===== src/rtl/game_pkg.sv =====
// Shared game-state codes, digit-entry FSM states and digit limits.
package game_pkg;

  localparam logic [3:0] ST_READY    = 4'b0010;
  localparam logic [3:0] ST_QUESTION = 4'b0011;
  localparam logic [3:0] ST_INPUT    = 4'b0100;
  localparam logic [3:0] ST_RES_OK   = 4'b0111;
  localparam logic [3:0] ST_RES_NG   = 4'b1000;

  localparam logic [3:0] DIGIT_MAX   = 4'd9;

  typedef enum logic [1:0] {IDLE, EDIT, COMMIT, LOCK} entry_state_e;

endpackage


===== src/rtl/key_debounce.sv =====
// Synchronises and debounces one active-low key. Reports the accepted level (1 = released)
// and a one-cycle press pulse on the accepted high->low edge.
module key_debounce #(
  parameter int DEB_CYCLES = 250000
) (
  input  logic CLK,
  input  logic nRST,
  input  logic nKEY,
  output logic level,
  output logic press
);

  localparam int CW = (DEB_CYCLES > 1) ? $clog2(DEB_CYCLES) : 1;
  localparam logic [CW-1:0] CNT_LAST = CW'(DEB_CYCLES - 1);

  logic          sync1_q, sync2_q;
  logic          level_q, level_d;
  logic [CW-1:0] cnt_q, cnt_d;
  logic          flip;

  always_ff @(posedge CLK or negedge nRST) begin
    if (!nRST) begin
      sync1_q <= 1'b1;
      sync2_q <= 1'b1;
      level_q <= 1'b1;
      cnt_q   <= '0;
    end else begin
      sync1_q <= nKEY;
      sync2_q <= sync1_q;
      level_q <= level_d;
      cnt_q   <= cnt_d;
    end
  end

  // cnt_q counts consecutive samples that disagree with the accepted level
  always_comb begin
    flip    = (sync2_q != level_q) && (cnt_q == CNT_LAST);
    level_d = flip ? sync2_q : level_q;
    cnt_d   = ((sync2_q == level_q) || flip) ? '0 : cnt_q + 1'b1;
  end

  assign level = level_q;
  assign press = flip & ~sync2_q;

endmodule


===== src/rtl/digit_entry_encoder.sv =====
// Player digit entry: three debounced keys edit a BCD digit and commit it while STATE==INPUT.
// Optional auto-repeat of UP/DN under macro DIGIT_AUTOREPEAT_EN.
module digit_entry_encoder
  import game_pkg::*;
#(
  parameter int DEB_CYCLES = 250000,
  parameter int REP_DELAY  = 25000000,
  parameter int REP_PERIOD = 10000000
) (
  input  logic       CLK,
  input  logic       nRST,
  input  logic [3:0] STATE,
  input  logic       nKEY_UP,
  input  logic       nKEY_DN,
  input  logic       nKEY_OK,
  output logic [3:0] DIN,
  output logic [3:0] ANS,
  output logic       ANS_VALID,
  output logic       EDITING
);

  logic up_lvl, dn_lvl, ok_lvl;
  logic up_press, dn_press, ok_press;
  logic up_step, dn_step;

  entry_state_e state_q, state_d;
  logic [3:0]   din_q, din_d, ans_q, ans_d;
  logic         ans_valid_q, ans_valid_d;

  key_debounce #(.DEB_CYCLES(DEB_CYCLES)) u_up (
    .CLK(CLK), .nRST(nRST), .nKEY(nKEY_UP), .level(up_lvl), .press(up_press));
  key_debounce #(.DEB_CYCLES(DEB_CYCLES)) u_dn (
    .CLK(CLK), .nRST(nRST), .nKEY(nKEY_DN), .level(dn_lvl), .press(dn_press));
  key_debounce #(.DEB_CYCLES(DEB_CYCLES)) u_ok (
    .CLK(CLK), .nRST(nRST), .nKEY(nKEY_OK), .level(ok_lvl), .press(ok_press));

  logic unused_lvl;
  assign unused_lvl = ok_lvl;

`ifdef DIGIT_AUTOREPEAT_EN
  localparam int REP_MAX = (REP_DELAY > REP_PERIOD) ? REP_DELAY : REP_PERIOD;
  localparam int RW      = $clog2(REP_MAX + 1);

  logic          rep_act_q, rep_act_d, rep_up_q, rep_up_d;
  logic [RW-1:0] rep_cnt_q, rep_cnt_d;
  logic          rep_held, rep_tick;

  always_ff @(posedge CLK or negedge nRST) begin
    if (!nRST) begin
      rep_act_q <= 1'b0;
      rep_up_q  <= 1'b0;
      rep_cnt_q <= '0;
    end else begin
      rep_act_q <= rep_act_d;
      rep_up_q  <= rep_up_d;
      rep_cnt_q <= rep_cnt_d;
    end
  end

  assign rep_held = rep_up_q ? ~up_lvl : ~dn_lvl;
  assign rep_tick = rep_act_q && rep_held && (rep_cnt_q == '0) && (state_q == EDIT);

  // A fresh press re-arms the timer; UP+DN together or a release cancels it
  always_comb begin
    rep_act_d = rep_act_q;
    rep_up_d  = rep_up_q;
    rep_cnt_d = rep_cnt_q;
    if (state_q != EDIT || STATE != ST_INPUT || ok_press) begin
      rep_act_d = 1'b0;
    end else if (up_press ^ dn_press) begin
      rep_act_d = 1'b1;
      rep_up_d  = up_press;
      rep_cnt_d = RW'(REP_DELAY - 1);
    end else if ((up_press & dn_press) || !rep_held) begin
      rep_act_d = 1'b0;
    end else if (rep_act_q) begin
      rep_cnt_d = (rep_cnt_q == '0) ? RW'(REP_PERIOD - 1) : rep_cnt_q - 1'b1;
    end
  end

  assign up_step = up_press | (rep_tick &  rep_up_q);
  assign dn_step = dn_press | (rep_tick & ~rep_up_q);
`else
  logic unused_rep;
  assign unused_rep = ^{REP_DELAY[31:0], REP_PERIOD[31:0], up_lvl, dn_lvl};
  assign up_step    = up_press;
  assign dn_step    = dn_press;
`endif

  always_ff @(posedge CLK or negedge nRST) begin
    if (!nRST) begin
      state_q     <= IDLE;
      din_q       <= '0;
      ans_q       <= '0;
      ans_valid_q <= 1'b0;
    end else begin
      state_q     <= state_d;
      din_q       <= din_d;
      ans_q       <= ans_d;
      ans_valid_q <= ans_valid_d;
    end
  end

  always_comb begin
    state_d = state_q;
    if (STATE != ST_INPUT) begin
      state_d = IDLE;
    end else begin
      case (state_q)
        IDLE:    state_d = EDIT;
        EDIT:    if (ok_press) state_d = COMMIT;
        COMMIT:  state_d = LOCK;
        LOCK:    state_d = LOCK;
        default: state_d = IDLE;
      endcase
    end
  end

  // OK outranks UP/DN; UP and DN in the same cycle cancel
  always_comb begin
    din_d       = din_q;
    ans_d       = ans_q;
    ans_valid_d = 1'b0;
    if (STATE != ST_INPUT || state_q == IDLE) begin
      din_d = '0;
    end else if (state_q == EDIT && !ok_press) begin
      if (up_step && !dn_step)      din_d = (din_q == DIGIT_MAX) ? 4'd0 : din_q + 4'd1;
      else if (dn_step && !up_step) din_d = (din_q == 4'd0) ? DIGIT_MAX : din_q - 4'd1;
    end else if (state_q == COMMIT) begin
      ans_d       = din_q;
      ans_valid_d = 1'b1;
    end
  end

  always_comb begin
    EDITING   = (state_q == EDIT);
    DIN       = din_q;
    ANS       = ans_q;
    ANS_VALID = ans_valid_q;
  end

endmodule


===== config.mk =====
export PLATFORM = sky130hd
export DESIGN_NAME = digit_entry_encoder
export DESIGN_NICKNAME = d
export VERILOG_FILES = /design/src/rtl/game_pkg.sv /design/src/rtl/key_debounce.sv /design/src/rtl/digit_entry_encoder.sv
export SDC_FILE = /design/constraint.sdc
export NUM_CORES = 1
export LEC_CHECK = 0
export CORE_MARGIN = 2
export CORE_UTILIZATION = 64
export DETAILED_ROUTE_END_ITERATION = 10
export GPL_TIMING_DRIVEN = 0
export PLACE_DENSITY_LB_ADDON = 0.08
export RECOVER_POWER = 25
export SKIP_CTS_REPAIR_TIMING = 1
export SLEW_MARGIN = 20
export SYNTH_ARGS = -nofsm -noshare
export SYNTH_HDL_FRONTEND = slang
export SYNTH_SLANG_ARGS = --single-unit
export TNS_END_PERCENT = 10

===== constraint.sdc =====
create_clock -name CLK -period 4.12 [get_ports CLK]
set_clock_uncertainty 0.15 [all_clocks]
set_input_delay 0.412 -clock CLK [delete_from_list [all_inputs] [get_ports CLK]]
set_output_delay 0.412 -clock CLK [all_outputs]
set_load 0.1 [all_outputs]

==> qor.yml, run 1 <==
synthTopCellsByCount: "66 x nor2_1, 65 x dfrtp_1, 40 x nand2_1, 24 x xor2_1, 22 x xnor2_1"
cts_max_path_buffers: 2
clock_latency_ps: 340
start_util: 0.660
htree_num_levels: 3
fmax_mhz: 351
seq_area_sq_mm: 0.00186
synth_edf_count: 0
vias: 2587
rsz0062_at_grt: "no"
drt_iter0_drc: 126
p_int_mw: 1.04
hp-class: "reg -> reg"
relSlewSlack: 0.137
pwr-share-comb: 0.038
die_y_um: 79.1
crit_path_end_kind: "async pin"
period_share: 0.692
fin_hold_ws_ps: 213
final_antenna_net_count: 0
dp_hpwl_um: 4500
yosysSeqAreaShare: 0.516
fill_cells: 399
drive_gt1_frac: 0.124
setup-tns-final_ps: 0
cp-start-kind: "input pin"
synth.distinct_cells: 50
ys_ff_latch: 74
tightest_slew_ps: 1290
yosysMostFrequentCell: "nor2_1"
synthArstFlopShare: 1.00
cts.sinks: 74
required_ps: 4240
multiInputGateArea_sq_mm: 0.00170
irDropWorstVdd_mv: 0.297
cts_tree: "done"
fin_nets: 406
max_cap_violations: 0
final-hold-violation-count: 0
yosys-top-cells-area: "dfrtp_1 45%, nor2_1 6.9%, dfstp_2 6.5%"
syn_area_sq_mm: 0.00361
synth-main-ff-cell: "dfrtp_1"
switching_share: 0.224
areaGrowthSynthToFinish_pct: 12.9
crit_arrival_ps: 2970
numCtsBuffers: 9
wl_per_cell_um: 14.1
cts-root-buf: "clkbuf_8"
wl_um: 6600
ys_warn_count: 0
grt_pass1_wl_um: 11500
period_needed_ps: 2850
io_pins: 19
coreArea_sq_mm: 0.00547
syn_avg_cell_area_sq_um: 10.0
path_class: "in -> async"
syn_nets: 375
synth_top_area_frac: 0.450
syn_inst: 360
routabilityCongestion: 0.788
grt_pass1_vias: 2533
io_buffers: 18
cts.clk_slew.worst_paths_ps: 70
dieArea_sq_mm: 0.00626
setup_viol: 0
rows: 27
maxSlewViolCount: 0
utilization: 0.746
power_leakage_nw: 1.77
power_density_mw_per_mm2: 327
ff2ff_setup_slack_ps: 1810
antenna_found_initial: 0
clockPowerShare: 0.403
grt_max_degree: 51
vias_per_cell: 5.53
yosys.area.top_type: "dfrtp_1"
drc_errors: 0
overflow: 0
insertedDiodeCount: 0
pwr-share-seq: 0.560
grt_usage: 0.237
dr.pass1.iters: 4
p_switching_mw: 0.299
status: "finished, final reports clean"
critPathMaxFanout: 50
die_w_um: 79.1
-- per-stage QoR --
stage | total power, mW | instances | setup WS [ps] | cell area [sq um]
final | 1.33 | 468 | 1270 | 4080
after global routing | 1.39 | 468 | 778 | 4080
after CTS | 1.36 | 467 | 1410 | 4100
after detailed placement | 0.815 | 451 | 1810 | 3910
after global placement | 0.809 | 450 | 39.4 | 3880
after floorplan | 0.781 | 360 | 1730 | 3610
-- per-layer routing --
layer  wire length (um)  vias up  track usage  share of wire
li1                   -     1283            -              -
met1               3080     1265        0.301           0.47
met2               3260       31        0.392           0.49
met3                166        8       0.0716          0.025
met4                 94        0       0.0759          0.014
met5                  0        -            0              0
-- critical path, cell delays in order --
cell	delay, ps
dlygate4sd3_1	530
clkbuf_1	940
clkbuf_2	1060
-- power groups by stage --
stage,sequential [mW],combinational [mW],clock [mW]
floorplan,0.758,0.0229,0
global placement,0.760,0.0495,0
detailed placement,0.760,0.0548,0
CTS,0.746,0.0549,0.555
global route,0.748,0.0578,0.585
finish,0.747,0.0502,0.537
-- cell usage in the layout (no fill, tap or decap), types with 8 or more instances in the layout --
master	Yosys	layout
a21oi_1	8	8
and3_1	12	12
clkbuf_8	0	9
clkdlybuf4s50_1	0	14
dfrtp_1	65	65
dfstp_2	9	9
inv_1	8	8
nand2_1	40	40
nand3_1	16	16
nor2_1	66	66
o21ai_0	12	12
xnor2_1	22	22
xor2_1	24	24
-- sequential cells by signal (all words and copies together) (netlist names) --
register	flops
ANS	4
u_ok.sync2_q	1
u_ok.sync1_q	1
u_up.sync1_q	1
DIN	4
u_dn.cnt_q	18
state_q	2
u_ok.level	1
u_ok.cnt_q	18
u_up.sync2_q	1
u_up.cnt_q	18
u_dn.sync1_q	1
u_dn.level	1
u_up.level	1
u_dn.sync2_q	1
ANS_VALID	1
-- area by class of cell --
class	instances	share of cell area
repair buffers	20	0.0463
flip-flops and latches	74	0.457
clock buffers	11	0.0322
multi-input cells	273	0.416
inverters	8	0.00736
clock inverters	5	0.0138
plain buffers	5	0.00552
well taps	72	0.0221
-- cells by family (layout without fill, tap and decap cells) --
| family | after synthesis | count (layout) | share of synthesized area |
|---|---|---|---|
| buffers and inverters | 13 | 49 | 0.0145 |
| multiplexers | 6 | 6 | 0.0180 |
| AND/OR/NAND/NOR | 179 | 179 | 0.250 |
| AO/OA/AOI/OAI | 36 | 36 | 0.0699 |
| flip-flops | 74 | 74 | 0.516 |
| XOR/XNOR | 46 | 46 | 0.111 |
| adder cells (fa/ha/maj) | 6 | 6 | 0.0208 |
-- path summary, 6_finish.rpt --
kind,start,end,cells after the start
max,nRST,u_ok.cnt_q[11]$_DFF_PN0_,3
min,u_ok.sync1_q$_DFF_PN1_,u_ok.sync2_q$_DFF_PN1_,0
max reg2reg,u_up.cnt_q[0]$_DFF_PN0_,DIN[3]$_DFFE_PN0P_,7
min reg2reg,u_ok.sync1_q$_DFF_PN1_,u_ok.sync2_q$_DFF_PN1_,0
max in group CLK,state_q[1]$_DFFE_PN0P_,EDITING,2
min in group asynchronous,nRST,u_up.cnt_q[15]$_DFF_PN0_,2
Note: power is estimated with default switching activity, not from simulation.
==> inputs of run 2 (changes only) <==
Settings changed: CORE_UTILIZATION 64 to 59.
Clock period 4.12 ns to 2.7 ns, I/O delays scaled along.
==> run 2 against run 1 <==
Effect of this change:
- the flow now finishes with violations (max-capacitance violations, max-slew violations)
- final area rose by 2.0%
- global-route usage is 1.7 points lower
- combinational power grew 58%
- register-to-register slack lost 1300 ps
- cell count grew 0.64%
- via count shrank 1.3%
- worst setup slack lost 1100 ps
- first-iteration DRC count fell by 3.2%
- clock power grew 96%
- non-clock buffer count did not move
- critical endpoint is now EDITING
- largest cell class unchanged
==> qor.yml, run 2 (same netlist as run 1, synthesis figures left out) <==
status: "complete, but fails checks"
violations: "max-capacitance violations, max-slew violations"
cts.clk_slew.worst_paths_ps: 90
hp-class: "reg -> reg"
antenna_found_initial: 0
start_util: 0.610
grt_max_degree: 47
grt_usage: 0.220
routabilityCongestion: 0.817
dp_hpwl_um: 4340
max_cap_violations: 1
required_ps: 2280
dr.max_layer_used: "met4"
relSlewSlack: -0.150
tightest_slew_ps: 1720
pwr-share-comb: 0.035
cts_tree: "done"
fmax_mhz: 392
overflow: 0
drc_errors: 0
rows: 28
maxSlewViolCount: 29
clock_latency_ps: 350
power_leakage_nw: 1.81
htree_num_levels: 3
cts-root-buf: "clkbuf_8"
setup-tns-final_ps: 0
areaGrowthSynthToFinish_pct: 15.2
numCtsBuffers: 9
switching_share: 0.209
power_density_mw_per_mm2: 546
wl_per_cell_um: 13.6
io_buffers: 18
met2_length_um: 2920
setup_viol: 0
die_w_um: 82.3
dr.pass1.iters: 4
final-hold-violation-count: 0
met3WireLength_um: 169
wl_um: 6420
critPathMaxFanout: 4
cp-start-kind: "register"
dieArea_sq_mm: 0.00677
rsz0062_at_grt: "no"
p_switching_mw: 0.475
regToRegStartpoint: "u_up.cnt_q[0]$_DFF_PN0_"
coreArea_sq_mm: 0.00592
fin_nets: 406
irDropWorstVdd_mv: 0.354
period_needed_ps: 2550
clockPowerShare: 0.464
reg2regPathDepth: 7
wl_met1_um: 3200
final_cell_mix: "66 x nor2_1, 65 x dfrtp_1, 40 x nand2_1"
die_y_um: 82.3
layout_commonest_cell: "nor2_1"
grt_pass1_vias: 2520
period_share: 0.945
io_pins: 19
finalInstanceArea_sq_mm: 0.00416
reg_top3: "u_dn.cnt_q: 18 flops, u_ok.cnt_q: 18 flops, u_up.cnt_q: 18 flops"
crit_path_end_kind: "output pin"
pwr-share-seq: 0.501
final_antenna_net_count: 0
fill_cells: 470
p_int_mw: 1.80
vias_per_cell: 5.42
vias: 2553
cts.sinks: 74
place_area_sq_mm: 0.00391
grt_pass1_wl_um: 11200
cp-endpoint: "EDITING"
ff2ff_setup_slack_ps: 490
drt_iter0_drc: 122
crit_start: "state_q[1]$_DFFE_PN0P_"
drive_gt1_frac: 0.126
r2r_end: "DIN[3]$_DFFE_PN0P_"
crit_arrival_ps: 2130
path_class: "reg -> out"
insertedDiodeCount: 0
cts_max_path_buffers: 2
[run 2: layout make-up]
cell class                      instances  area, sq um  area share
Clock inverter                          5          103      0.0246
Buffer                                  5         22.5     0.00541
Sequential cell                        74         1860       0.448
Inverter                                8         30.0     0.00721
Clock buffer                           11          141      0.0340
Tap cell                               75         93.8      0.0225
Multi-Input combinational cell        273         1700       0.408
Timing Repair Buffer                   20          211      0.0508
[run 2: how the worst min path moves through the flow]
stage               slack [ps]                        to                    from  cells past startpoint
detailed placement          90  u_up.cnt_q[12]$_DFF_PN0_                    nRST                      1
CTS                       -290   u_up.cnt_q[5]$_DFF_PN0_                    nRST                      1
global route               210    u_up.sync2_q$_DFF_PN1_  u_up.sync1_q$_DFF_PN1_                      0
global placement           200    u_ok.sync2_q$_DFF_PN1_  u_ok.sync1_q$_DFF_PN1_                      0
finish                     210    u_up.sync2_q$_DFF_PN1_  u_up.sync1_q$_DFF_PN1_                      0
floorplan                 -180        ANS[0]$_DFFE_PN0P_                    nRST                      0
[run 2: worst max-delay path, cell delays in order, from the launching register on]
cell and delay, ps:
dfrtp_1 410, and2b_2 240, clkdlybuf4s50_1 1130
[run 2: through the flow]
| step | total power, mW | utilization | std cells | setup WS, ps | hold WS, ps |
|---|---|---|---|---|---|
| finish | 2.27 | 0.703 | 471 | 148 | 209 |
| floorplan | 1.19 | - | 360 | 308 | -176 |
| CTS | 2.29 | 0.702 | 470 | 147 | -293 |
| detailed placement | 1.24 | 0.661 | 454 | 501 | 88.0 |
| global placement | 1.24 | 0.657 | 453 | -1310 | 196 |
| global route | 2.35 | 0.703 | 471 | 85.5 | 215 |
[run 2: layer usage]
metal  vias up  global-route usage
li1       1282                   -
met1      1223               0.300
met2        35               0.340
met3        13              0.0391
met4         0               0.110
met5         -                   0
[run 2: power groups by stage]
| stage | sequential, mW | combinational (mW) | clock [mW] |
|---|---|---|---|
| floorplan | 1.16 | 0.0350 | 0 |
| global placement | 1.16 | 0.0763 | 0 |
| detailed placement | 1.16 | 0.0826 | 0 |
| CTS | 1.14 | 0.0832 | 1.06 |
| global route | 1.14 | 0.0934 | 1.12 |
| finish | 1.14 | 0.0794 | 1.05 |
==> variant 1 (config.mk and constraints of run 2) <==
Take the reset off `din_q` and load it in a clocked block of its own.
--- a/src/rtl/digit_entry_encoder.sv
+++ b/src/rtl/digit_entry_encoder.sv
@@ -91,13 +91,15 @@
     if (!nRST) begin
       state_q     <= IDLE;
-      din_q       <= '0;
       ans_q       <= '0;
       ans_valid_q <= 1'b0;
     end else begin
       state_q     <= state_d;
-      din_q       <= din_d;
       ans_q       <= ans_d;
       ans_valid_q <= ans_valid_d;
     end
+  end
+
+  always_ff @(posedge CLK) begin
+    din_q <= din_d;
   end
 
Function: no difference found for any inputs over 10 cycles, from zero or initial values and one cycle with nRST low; that may be too few to reach the edited logic, so the function may still have changed.
==> variant 1 against run 2 <==
- the run ends with setup timing left
- register-to-register slack got worse by 0.60 ns
- non-clock buffer count increased by 10
- global-route usage shrank 1.9 points
- design area fell by 1.9%
- via count down 4.0%
- synthesized area is 2.6% lower
- sequential cell count stayed put
- setup slack worse by 0.26 ns
- wire length fell by 5.7%
- clock power fell by 21%
- power shrank 9.7%
- synthesized cell count down 5.0%
- critical endpoint is now DIN[2]
- largest cell class unchanged
==> variant 1: results (changes against run 2) <==
Outcome -> complete, but fails checks
Failing checks -> setup timing
CP Max Fanout -> 10 (+6)
Count of final setup violators -> 1 (+1)
Final setup TNS -> -0.113 ns (-0.113 ns)
Drt total wl -> 6050 um (-5.7%)
First-pass GRT wire length -> 10200 um (-9.7%)
Multi-input logic area -> 1630 um^2 (-4.1%)
Non-clk invs -> 7 (-1)
Worst Setup Slack, final -> -0.113 ns (-0.261 ns)
Crit Path Class -> reg2reg
Compound-Gate Fraction of Synth Area -> 3.66% (-3.3 points)
Slew @ Worst Pin -> 1.23 ns (-0.490 ns)
Area after DPL -> 3830 um^2 (-2.1%)
Worst R2R Path Depth -> 11 (+4)
Number of global-route vias before repair -> 2289 (-9.2%)
Largest cells by area after synthesis -> dfrtp_1 (43%), xor2_1 (8.0%), nor2_1 (7.3%), dfstp_2 (6.7%), xnor2_1 (5.2%)
Peak supply drop -> 432 uV (+22%)
R2R setup slack -> -0.11 ns (-0.60 ns)
RR Startpoint -> u_dn.cnt_q[10]
GR Layer Usage met2 -> 32.0% (-2.0 points)
DRT iter0 DRCs -> 91 (-25%)
Synth top cells by count -> nor2_1 (68), dfrtp_1 (61), xor2_1 (32)
All-Layer GR Usage -> 20.1% (-1.9 points)
Design Area, Final -> 4080 um^2 (-1.9%)
NonClk Buf Share -> 7.32% (+1.7 points)
Pre-CTS WS -> -0.211 ns (-0.712 ns)
Cells after synthesis -> 342 (-5.0%)
Comb. pwr -> 0.0758 mW (-4.5%)
Layout fillers -> 447 (-4.9%)
Die area -> 6600 um^2 (-2.5%)
Post-synthesis async set-or-reset flop share -> 94.6% (-5.4 points)
Met1 Usage GRT -> 26.6% (-3.4 points)
[variant 1: per-layer routing]
layer	wire (um)	share of wire [%]
met1	2860	47
met2	2880	48
met3	181	3.0
met4	130	2.1
met5	0	0
[variant 1: how the worst min path moves through the flow]
stage                            start  cells past startpoint        endpoint  slack, ns
after floorplan                   nRST                      0          ANS[0]      -0.18
after global placement    u_dn.sync1_q                      0    u_dn.sync2_q       0.20
after detailed placement          nRST                      1  u_up.cnt_q[11]       0.04
after CTS                         nRST                      1  u_ok.cnt_q[12]      -0.33
after global routing      u_dn.sync1_q                      0    u_dn.sync2_q       0.21
final                     u_ok.sync1_q                      0    u_ok.sync2_q       0.21
[variant 1: logic make-up after synthesis]
group / after synthesis
xor+xnor: 53
simple gates: 169
flops: 74
fa+ha+maj: 4
mux: 5
compound gates: 21
buf+inv: 16
==> variant 2 (flow settings as in run 2) <==
Without the edit above. Build with the macro `DIGIT_AUTOREPEAT_EN` defined.
--- a/src/rtl/digit_entry_encoder.sv
+++ b/src/rtl/digit_entry_encoder.sv
@@ -1,4 +1,6 @@
 // Player digit entry: three debounced keys edit a BCD digit and commit it while STATE==INPUT.
 // Optional auto-repeat of UP/DN under macro DIGIT_AUTOREPEAT_EN.
+`define DIGIT_AUTOREPEAT_EN
+
 module digit_entry_encoder
   import game_pkg::*;
Check against the original RTL: no difference found for any inputs over 10 cycles, from zero or initial values and one cycle with nRST low; that may be too few to reach the edited logic, so the function may still have changed.
==> variant 2 against run 2 <==
- the flow finishes with violations (setup timing)
- synthesized area rose by 45%
- setup slack got worse by 0.42 ns
- wire length increased by 73%
- critical path depth grew 9
- power up 18%
- sequential cell count is 27 higher
- sequential power increased by 35%
- design area grew 49%
==> variant 2: results (changes against run 2) <==
Outcome -> complete, but fails checks
Failing checks -> setup timing
Main synth FF type -> dfrtp_1
CP arrival -> 3.13 ns (+1.00 ns)
Slew @ Worst Pin -> 1.04 ns (-0.684 ns)
Port Buffers -> 18 (unchanged)
CTS Root Cell -> clkbuf_8
Hold Path Class -> reg2reg
Post-synthesis async set-or-reset flop share -> 100% (unchanged)
First-pass iteration count of the detailed router -> 4 (unchanged)
Peak supply drop -> 267 uV (-25%)
Worst path slowest cell -> or4_4
Met2 WL -> 5630 um (+93%)
Worst skew pair latency -> 0.37 ns (+0.02 ns)
Placed wire-length estimate -> 7340 um (+69%)
Largest cells by area after synthesis -> dfrtp_1 (44%), nor2_1 (7.1%), xor2_1 (4.7%), dfstp_2 (4.5%), xnor2_1 (4.0%)
DR WL met3 -> 452 um (+170%)
Post-Syn Nets -> 567 (+51%)
DRT iter0 DRCs -> 179 (+47%)
RD Place Congestion -> 0.882 (+8.0%)
Count of final setup violators -> 23 (+23)
Pleak -> 2.63 nW (+45%)
Vias per inst -> 5.93 (+9.3%)
Antenna violations before repair -> 0 (unchanged)
Routed metal-1 wirelength -> 4890 um (+53%)
All-Layer GR Usage -> 23.2% (+1.2 points)
Ratio of cells with drive above 1 in the final layout -> 17.7% (+5.1 points)
CTS max path bufs -> 2 (unchanged)
Yosys warns -> 0 (unchanged)
Synth top area share -> 43.8% (-1.2 points)
Number of global-route vias before repair -> 3982 (+58%)
Crit-path max cell delay -> 0.61 ns (-0.52 ns)
Pre-CTS WS -> -0.718 ns (-1.22 ns)
CTS H-Tree Depth -> 3 (unchanged)
Synth top cells by count -> nor2_1 (100), dfrtp_1 (92), nand2_1 (38), nand3_1 (29), xor2_1 (28)
First-pass GRT wire length -> 18500 um (+64%)
N_diodes -> 0 (unchanged)
WL/cell -> 15.6 um (+14%)
CTS Buf Count -> 9 (unchanged)
Sequential-to-total area share from yosys stat -> 48.3% (-3.3 points)
Max FFs per register -> 25
Largest net degree at the start of global routing -> 83 (+77%)
Final hold vios -> 0 (unchanged)
CP delay by family, top -> simple AND/OR/NAND/NOR gates
Worst Setup Slack, final -> -0.276 ns (-0.424 ns)
Total global routing overflow -> 0 (unchanged)
Storage cell area -> 2540 um^2 (+37%)
Max-slew violations -> 0 (-100%)
Max layer used -> met4
Clk pin slew, worst setup/hold paths -> 0.09 ns (about the same)
Distinct cells, synth -> 61 (+22%)
Layout fillers -> 671 (+43%)
CP Max Fanout -> 8 (+4)
Nets -> 618 (+52%)
Area after DPL -> 5630 um^2 (+44%)
-- variant 2: area by class of cell --
class,instances,share of cell area [%]
flip-flops and latches,101,41.0
repair buffers,41,5.66
multi-input cells,419,45.3
well taps,108,2.17
clock inverters,6,1.39
clock buffers,10,2.05
plain buffers,11,1.33
inverters,17,1.15
-- variant 2: per-layer routing --
metal  global-route usage, %  vias up
met5                       0        -
li1                        -     2034
met1                    30.6     2091
met2                    39.1       90
met4                    7.27        0
met3                    4.29       11
-- variant 2: cells by family after synthesis --
| logic type | count (synthesis) | share of synthesized area, % |
|---|---|---|
| AND/OR/NAND/NOR | 264 | 26.3 |
| adder cells (fa/ha/maj) | 9 | 2.14 |
| AO/OA/AOI/OAI | 82 | 9.90 |
| buffers and inverters | 29 | 2.31 |
| flip-flops | 101 | 48.3 |
| XOR/XNOR | 52 | 8.66 |
| multiplexers | 12 | 2.43 |
-- variant 2: power breakdown --
part | switching (mW) | internal, mW
Clock | 0.521 | 0.523
Combinational | 0.0581 | 0.0278
Sequential | 0.0115 | 1.53
Total | 0.591 | 2.08
-- variant 2: path summary, 6_finish.rpt --
check                              start       endpoint  slack, ns  depth (start not counted)
max                        u_dn.cnt_q[1]  rep_cnt_q[17]      -0.28                         11
min                         u_dn.sync1_q   u_dn.sync2_q       0.21                          0
min reg2reg                 u_dn.sync1_q   u_dn.sync2_q       0.21                          0
min in group asynchronous           nRST   rep_cnt_q[4]       0.45                          2
max in group asynchronous           nRST  u_up.cnt_q[5]       0.27                          3
max reg2reg                u_dn.cnt_q[1]  rep_cnt_q[17]      -0.28                         11
-- variant 2: per-stage QoR --
step | TNS (ns) | cells
after floorplan | -1.24 | 549
after global placement | -250.62 | 675
after detailed placement | -12.46 | 676
after CTS | -13.11 | 692
after global routing | -10.20 | 713
final | -5.04 | 713
